$ cat src/rtl/oled_cmd_arbiter.sv
// rtl/oled_cmd_arbiter.sv - shares the OLED_interface command port among power, clear and draw requesters
// Optional build macro: OLED_ARB_TIMEOUT_EN adds the per-transaction watchdog (ACK_TIMEOUT clocks).
module oled_cmd_arbiter #(
  parameter logic [1:0] MODE_ON     = 2'b00,
  parameter logic [1:0] MODE_OFF    = 2'b01,
  parameter logic [1:0] MODE_CLR    = 2'b10,
  parameter logic [1:0] MODE_DRAW   = 2'b11,
  parameter int         GAP_CYCLES  = 2,
  parameter int         ACK_TIMEOUT = 1024
) (
  input  logic       i_CLK,
  input  logic       i_RST,
  input  logic       i_REQ_PWR,
  input  logic       i_PWR_DIR,
  input  logic       i_REQ_CLR,
  input  logic       i_REQ_DRAW,
  output logic [2:0] o_GNT,
  output logic [2:0] o_DONE,
  output logic [2:0] o_REJECT,
  output logic       o_POWERED,
  output logic       o_BUSY,
  output logic       o_TIMEOUT,
  output logic [1:0] o_OLED_MODE,
  output logic       o_OLED_START,
  input  logic       i_OLED_READY
);

  typedef enum logic [1:0] {S_IDLE, S_ISSUE, S_BUSY, S_GAP} state_t;

  localparam int               GAP_W     = (GAP_CYCLES > 1) ? $clog2(GAP_CYCLES) : 1;
  localparam logic [GAP_W-1:0] GAP_LAST  = GAP_W'((GAP_CYCLES > 0) ? GAP_CYCLES - 1 : 0);
  // With no gap configured, a finished transaction drops straight back to arbitration.
  localparam state_t           AFTER_TXN = (GAP_CYCLES > 0) ? S_GAP : S_IDLE;

  state_t           state, state_nxt;
  logic [2:0]       gnt_nxt, done_nxt, reject_nxt;
  logic [1:0]       mode_nxt;
  logic             start_nxt, powered_nxt, timeout_nxt;
  logic             rr_draw, rr_nxt;
  logic             win_draw;
  logic [GAP_W-1:0] gap_cnt, gap_nxt;
  logic             tmo_hit;

`ifdef OLED_ARB_TIMEOUT_EN
  localparam int               TMO_W    = (ACK_TIMEOUT > 1) ? $clog2(ACK_TIMEOUT) : 1;
  localparam logic [TMO_W-1:0] TMO_LAST = TMO_W'(ACK_TIMEOUT - 1);

  logic [TMO_W-1:0] tmo_cnt;

  // Watchdog: held at zero outside a transaction, counts every ISSUE/BUSY clock.
  always_ff @(posedge i_CLK or negedge i_RST) begin
    if (!i_RST) begin
      tmo_cnt <= '0;
    end else if (state == S_ISSUE || state == S_BUSY) begin
      tmo_cnt <= tmo_cnt + 1'b1;
    end else begin
      tmo_cnt <= '0;
    end
  end

  assign tmo_hit = (state == S_ISSUE || state == S_BUSY) && (tmo_cnt == TMO_LAST);
`else
  logic unused_tmo_cfg;

  assign tmo_hit        = 1'b0;
  assign unused_tmo_cfg = (ACK_TIMEOUT != 0);
`endif

  assign o_BUSY = (state != S_IDLE);

  // Next-state and next-output decisions: arbitration, handshake tracking, gap timing.
  always_comb begin
    state_nxt   = state;
    gnt_nxt     = o_GNT;
    mode_nxt    = o_OLED_MODE;
    start_nxt   = o_OLED_START;
    done_nxt    = 3'b000;
    reject_nxt  = 3'b000;
    powered_nxt = o_POWERED;
    timeout_nxt = 1'b0;
    rr_nxt      = rr_draw;
    gap_nxt     = '0;
    win_draw    = 1'b0;

    case (state)
      S_IDLE: begin
        if (i_OLED_READY && (i_REQ_PWR || i_REQ_CLR || i_REQ_DRAW)) begin
          if (i_REQ_PWR) begin
            if (i_PWR_DIR == o_POWERED) begin
              // Panel already in the requested state: acknowledge without touching the panel.
              done_nxt  = 3'b001;
              state_nxt = AFTER_TXN;
            end else begin
              gnt_nxt   = 3'b001;
              mode_nxt  = i_PWR_DIR ? MODE_ON : MODE_OFF;
              start_nxt = 1'b1;
              state_nxt = S_ISSUE;
            end
          end else begin
            // Draw wins when it is alone or when the round-robin pointer favours it.
            win_draw = i_REQ_DRAW && (!i_REQ_CLR || rr_draw);
            if (!o_POWERED) begin
              reject_nxt = win_draw ? 3'b100 : 3'b010;
              state_nxt  = AFTER_TXN;
            end else begin
              gnt_nxt   = win_draw ? 3'b100 : 3'b010;
              mode_nxt  = win_draw ? MODE_DRAW : MODE_CLR;
              start_nxt = 1'b1;
              rr_nxt    = !win_draw;
              state_nxt = S_ISSUE;
            end
          end
        end
      end

      S_ISSUE: begin
        if (tmo_hit) begin
          start_nxt   = 1'b0;
          gnt_nxt     = 3'b000;
          timeout_nxt = 1'b1;
          state_nxt   = AFTER_TXN;
        end else if (!i_OLED_READY) begin
          start_nxt = 1'b0;
          state_nxt = S_BUSY;
        end
      end

      S_BUSY: begin
        if (tmo_hit) begin
          gnt_nxt     = 3'b000;
          timeout_nxt = 1'b1;
          state_nxt   = AFTER_TXN;
        end else if (i_OLED_READY) begin
          done_nxt = o_GNT;
          gnt_nxt  = 3'b000;
          if (o_GNT[0]) begin
            powered_nxt = (o_OLED_MODE == MODE_ON);
          end
          state_nxt = AFTER_TXN;
        end
      end

      S_GAP: begin
        if (gap_cnt == GAP_LAST) begin
          state_nxt = S_IDLE;
        end else begin
          gap_nxt = gap_cnt + 1'b1;
        end
      end

      default: begin
        state_nxt = S_IDLE;
      end
    endcase
  end

  // FSM state register.
  always_ff @(posedge i_CLK or negedge i_RST) begin
    if (!i_RST) begin
      state <= S_IDLE;
    end else begin
      state <= state_nxt;
    end
  end

  // Registered outputs, power flag, round-robin pointer and gap counter.
  always_ff @(posedge i_CLK or negedge i_RST) begin
    if (!i_RST) begin
      o_GNT        <= 3'b000;
      o_DONE       <= 3'b000;
      o_REJECT     <= 3'b000;
      o_POWERED    <= 1'b0;
      o_TIMEOUT    <= 1'b0;
      o_OLED_MODE  <= MODE_ON;
      o_OLED_START <= 1'b0;
      rr_draw      <= 1'b0;
      gap_cnt      <= '0;
    end else begin
      o_GNT        <= gnt_nxt;
      o_DONE       <= done_nxt;
      o_REJECT     <= reject_nxt;
      o_POWERED    <= powered_nxt;
      o_TIMEOUT    <= timeout_nxt;
      o_OLED_MODE  <= mode_nxt;
      o_OLED_START <= start_nxt;
      rr_draw      <= rr_nxt;
      gap_cnt      <= gap_nxt;
    end
  end

endmodule

$ cat config.mk
export PLATFORM = sky130hd
export DESIGN_NAME = oled_cmd_arbiter
export DESIGN_NICKNAME = d
export VERILOG_FILES = /design/src/rtl/oled_cmd_arbiter.sv
export SDC_FILE = /design/constraint.sdc
export NUM_CORES = 1
export LEC_CHECK = 0
export CORE_AREA = 2 2 48 72
export DETAILED_ROUTE_END_ITERATION = 7
export DIE_AREA = 0 0 50 74
export HOLD_SLACK_MARGIN = 0.03
export PLACE_DENSITY = 0.5
export SLEW_MARGIN = 10
export SYNTH_ARGS = -nofsm -noshare
export SYNTH_HDL_FRONTEND = slang
export SYNTH_SLANG_ARGS = --single-unit
$ cat constraint.sdc
create_clock -name i_CLK -period 2.8 [get_ports i_CLK]
set_clock_uncertainty 0.05 [all_clocks]
set_input_delay 0.56 -clock i_CLK [delete_from_list [all_inputs] [get_ports i_CLK]]
set_output_delay 0.56 -clock i_CLK [all_outputs]
set_load 0.01 [all_outputs]
# --- Yosys cells after proc, flatten, opt, wreduce, memory -nomap -nowiden ---
# Index checks and enable logic that the tools add are counted.
word_totals:
  memories: 0
  regBits: 17
  ramBits: 0
  latchBits: 0
  mem_bits_ro: 0
classes:
  div_mod_pow: 0
  magnitude_cmp: 0
  muxes: 37
  reduce_logical: 19
  add_sub_neg: 1
  multipliers: 0
  n_eq_ne: 11
  bitwise_logic: 1
  n_shift: 0
op_table:
  columns: ["op", "n"]
  rows:
  - ["$mux W3", 11]
  - ["$mux W2", 10]
  - ["$mux W1", 12]
  - ["$pmux W3 S2", 2]
  - ["$reduce_and A4 Y1", 3]
  - ["$ne A2 B2 Y1 const B", 5]
  - ["$reduce_and A5 Y1", 2]
  - ["$pmux W2 S4", 1]
  - ["$reduce_bool A2 Y1", 4]
  - ["$ne A3 B3 Y1 const B", 2]
  - ["$eq A2 B2 Y1 const B", 2]
  - ["$logic_not A2 Y1", 2]
  - ["$logic_or A1 B1 Y1", 3]
  - ["$reduce_and A3 Y1", 1]
  - ["$eq A2 B1 Y1 const B", 1]
  - ["$logic_and A1 B1 Y1", 2]
  - ["$logic_not A1 Y1", 2]
  - ["$pmux W1 S2", 1]
  - ["$add A1 B1 Y1 const B", 1]
  - ["$eq A1 B1 Y1", 1]
  - ["$not A1 Y1", 1]

# --- Longest topological paths before layout ---
depth:
  word_depth: 8
  mapped_depth: 6
  mapped_depth_nobuf: 5

# --- Worst setup path before layout ---
# Ideal clock, no wire load.
synth_path:
  kind: "reg-to-reg"
  startpoint: "register state[0]"
  endpoint: "register o_GNT[1]"
  slack_ns: 1.206
  setup_time_ns: 0.101
  t_required_ns: 2.649
  n_path_buf: 1
  synth_period_minus_slack_ns: 1.594
  t_arrival_ns: 1.443
  stages_incl_launch_ff: 7
  cell_sequence: "dfrtp_1 -> inv_1 -> ha_1 -> buf_4 -> inv_1 -> or4_4 -> o32ai_1"
synth_via:
  elab_chain_cells: 3
  elab_cells_between_ends: 9
  cone_classes: "eq/ne (5); mux (1); reduce/logical (3)"
synth_lines:
  columns: ["item", "line_no", "rtl"]
  rows:
  - ["from (decl)", "35", "state_t state, state_nxt;"]
  - ["from (signal assigned)", "162", "state <= state_nxt;"]
  - ["$eq A2 B2 Y1 or $logic_not A2 Y1 (tied branches)", "85", "case (state)"]
  - ["$ne A2 B2 Y1 (no line) (tied with other cells)", null, null]
  - ["$reduce_and A5 Y1 (no line)", null, null]
  - ["to (signal assigned)", "179", "o_GNT <= gnt_nxt;"]
  - ["to (decl)", "17", "output logic [2:0] o_GNT,"]
# Parallel ways exist; a longest one is shown, timed or not.
# A chain may end at the register's enable or synchronous reset.

# --- Final worst setup path ---
layout_path:
  startpoint: "register state[0]"
  endpoint: "output port o_BUSY"
layout_via:
  elab_chain_cells: 1
layout_lines:
  columns: ["item", "line_no", "rtl"]
  rows:
  - ["$reduce_bool A2 Y1", "69", "assign o_BUSY = (state != S_IDLE);"]
  - ["to (decl)", "21", "output logic o_BUSY,"]
# No other way between the ends.

==> key figures <==
Global route
  – GRT overflow: 0
  – Vias in the first global route: between 700 and 800
  – First-pass GRT wire length: between 3 and 4 mm
  – Initial antenna violation count: 0
  – GRT Util Overall: 0.1144
  – Largest net degree at the start of global routing: 17

Timing
  – Worst-margin pin slew: between 0.7 and 0.8 ns
  – Fin. max-slew vios: 0
  – Fin. Hold Viols: 0
  – Final setup viols: 0
  – Relative slew slack: 0.5256
  – Tcrit/Tclk final: 0.8429
  – RSZ-0062 raised after global routing: false
  – Hold_ws: around 0.4 ns
  – Max Fclk: roughly 420 MHz
  – Min Tclk post-route: ~2.4 ns
  – Aggregate negative setup slack: 0 ns

Yosys
  – Number of flops mapped to enable cells by yosys: 0
  – Adder-cell share of the synthesized area: 0.05666
  – Seq cells post-synth: 16
  – Largest cells by area after synthesis: dfrtp_1 45%, ha_1 5.7%, o31ai_1 4.2%
  – Post-synthesis mux area share: 0.02408
  – Synth Area in Compound Gates: 0.2139
  – Register area share after synthesis: 0.4533
  – Top cell type's share of synthesized area: 0.4533
  – Top FF cell, synth: dfrtp_1
  – Yosys warning total: 0
  – Post-Synth Simple-Gate Area: 0.1416
  – Synthesized area: ~880 sq um
  – Cell type with the largest total area after synthesis: dfrtp_1
  – Synthesized netlist cell count: a little under 90
  – Synth Area in XOR/XNOR: 0.009915
  – Avg Inst Size Synth: around 10 sq um
  – Largest family of logic cells by synthesized area: compound AO/OA/AOI/OAI gates
  – Synth unique cells: 40
  – Asr flop ratio synth: 1.000

Clock tree
  – Clock transition at path regs: around 0.07 ns
  – Clk buf depth: 2
  – CTS tree: done
  – CTS resizes: 0
  – Clk_lat worst skew: 0.25 ns
  – Total CTS buffers: 3
  – Sink Count: 16
  – Cts hold-fix bufs: 0
  – Root Driver: clkbuf_8
  – Post-CTS Setup Inserts: 0
  – H-tree depth: 1

Power and ir drop
  – Switching share of power: 0.3639
  – Power per cell area: 966.7 nW/um^2
  – PnR Total Power: 1.093 mW
  – P_int: slightly below 700 uW
  – Seq pwr share: 0.358
  – Comb power frac: 0.457
  – Clock power frac: 0.185
  – LEAKAGE: around 0.5 nW
  – Max rail drop VDD: between 0.0003 and 0.0004 V
  – Sw power: slightly below 400 uW

Routing
  – Iteration-0 DRC Markers: 12
  – WL final: around 1.9 mm
  – Antenna-violating nets left: 0
  – Drt first pass iters: 4
  – Vias per cell: between 4 and 5
  – Vias: slightly below 700
  – Avg WL per Cell: between 10 and 15 microns
  – Drt drc: 0

Min path
  – Hold Crit Depth: 1
  – Hold path start: gap_cnt
  – Worst Hold Class: reg2reg
  – Hold Path End: gap_cnt

Placement
  – Placed wire-length estimate: 1.478 mm
  – GPL Wtd Cong: ~0.83
  – Placed insts: between 100 and 150
  – Port buffer count: 19

Setup path
  – Crit Path Class: reg2out
  – Worst reg2reg path endpoint: o_GNT[1]
  – CP Capture Type: output pin
  – Reg-to-reg setup timing slack: ~0.98 ns
  – Required time worst endpoint: around 2.2 ns
  – Worst path arrival time: approximately 1.8 ns
  – Crit. Startpoint: state[0]
  – Reg2reg path depth: 5
  – Reg-to-reg startpoint: state[0]
  – CP Max Fanout: 8
  – CP Launch Type: flip-flop

Run status
  – Status: finished, final reports clean

Floorplan
  – DIE HEIGHT: 74 microns
  – I/O Pins: 22
  – Starting Density: 0.2853
  – Die ar.: about 3700 sq um
  – Chip width: ~50 microns
  – Num rows: 25
  – Core box area: 3097 sq um

Finish
  – Layout cells sized above 1: 0.08654
  – Nets@finish: between 100 and 150
  – Fin util: 0.3653
  – Layout area overhead: 28.04%
  – Post-Layout Cell Count: approximately 140
  – Diode count: 0

Job
  – Max-cap violations: 0
[synth_stat cells, types with 2 or more instances]
cell type	number
ha_1	4
buf_4	4
nand3_1	3
nor2_1	3
and3_1	2
o21ai_0	3
o31ai_1	5
o32ai_1	3
nand2_1	5
dfrtp_1	16
nor3_1	2
inv_1	9
[metal layers]
| metal | track usage | wire length (microns) |
|---|---|---|
| met1 | 0.1368 | 805 |
| met2 | 0.1901 | 955 |
| met3 | 0.01807 | 55 |
| met4 | 0.07407 | 36 |
| met5 | 0 | 0 |
[sequential cells by signal, indices dropped and copies added (netlist names)]
name / count
gap_cnt: 1
o_DONE: 3
o_GNT: 3
o_OLED_MODE: 2
o_OLED_START: 1
o_POWERED: 1
o_REJECT: 2
rr_draw: 1
state: 2
[power by group through the flow]
stage                     logic [mW]  clock network (mW)  registers [mW]
after floorplan                0.308                   0           0.393
after detailed placement       0.503                   0           0.399
final                          0.499               0.202           0.392
after global routing           0.549               0.223           0.409
after CTS                      0.504               0.209           0.395
after global placement         0.505                   0           0.395
[area by class of cell]
type,count,area [sq um]
clock buffer,4,55.05
fill,307,1966
inverter,9,33.78
multi-input combinational,56,401.6
sequential,16,400.4
tap,40,50.05
timing repair buffer,19,190.2
[logic make-up (layout without fill, tap and decap cells)]
group	Yosys count	after routing
XOR/XNOR	1	1
buffers and inverters	16	32
adder cells (fa/ha/maj)	4	4
flip-flops	16	16
AND/OR/NAND/NOR	23	23
multiplexers	2	2
AO/OA/AOI/OAI	24	24
other	1	2
[how the worst max path moves through the flow]
stage,end,slack [ns]
floorplan,o_GNT[1],1.21
global placement,state[1],0.46
detailed placement,state[1],0.50
CTS,o_BUSY,0.43
global route,o_BUSY,0.33
finish,o_BUSY,0.44
[stage by stage]
step	cell area [sq um]	setup slack, ns
after floorplan	887.1	1.206
after global placement	1076	0.4591
after detailed placement	1076	0.4954
after CTS	1131	0.4350
after global routing	1131	0.3309
final	1131	0.4400
[worst max-delay path, cell delays in order, from the launching register on]
cell             delay (ns)
dfrtp_1                0.40
inv_1                  0.08
ha_1                   0.30
inv_1                  0.16
clkdlybuf4s50_1        0.55
[layout by cell type, fill, tap and decap left out, types with 2 or more instances in the layout]
master / n
o21ai_0: 3
clkbuf_8: 4
dfrtp_1: 16
nand3_1: 3
nor3_1: 2
o31ai_1: 5
o32ai_1: 3
clkdlybuf4s50_1: 19
and3_1: 2
inv_1: 9
nand2_1: 5
ha_1: 4
nor2_1: 3
conb_1: 2
No activity file was read; power rests on OpenSTA's default activity.
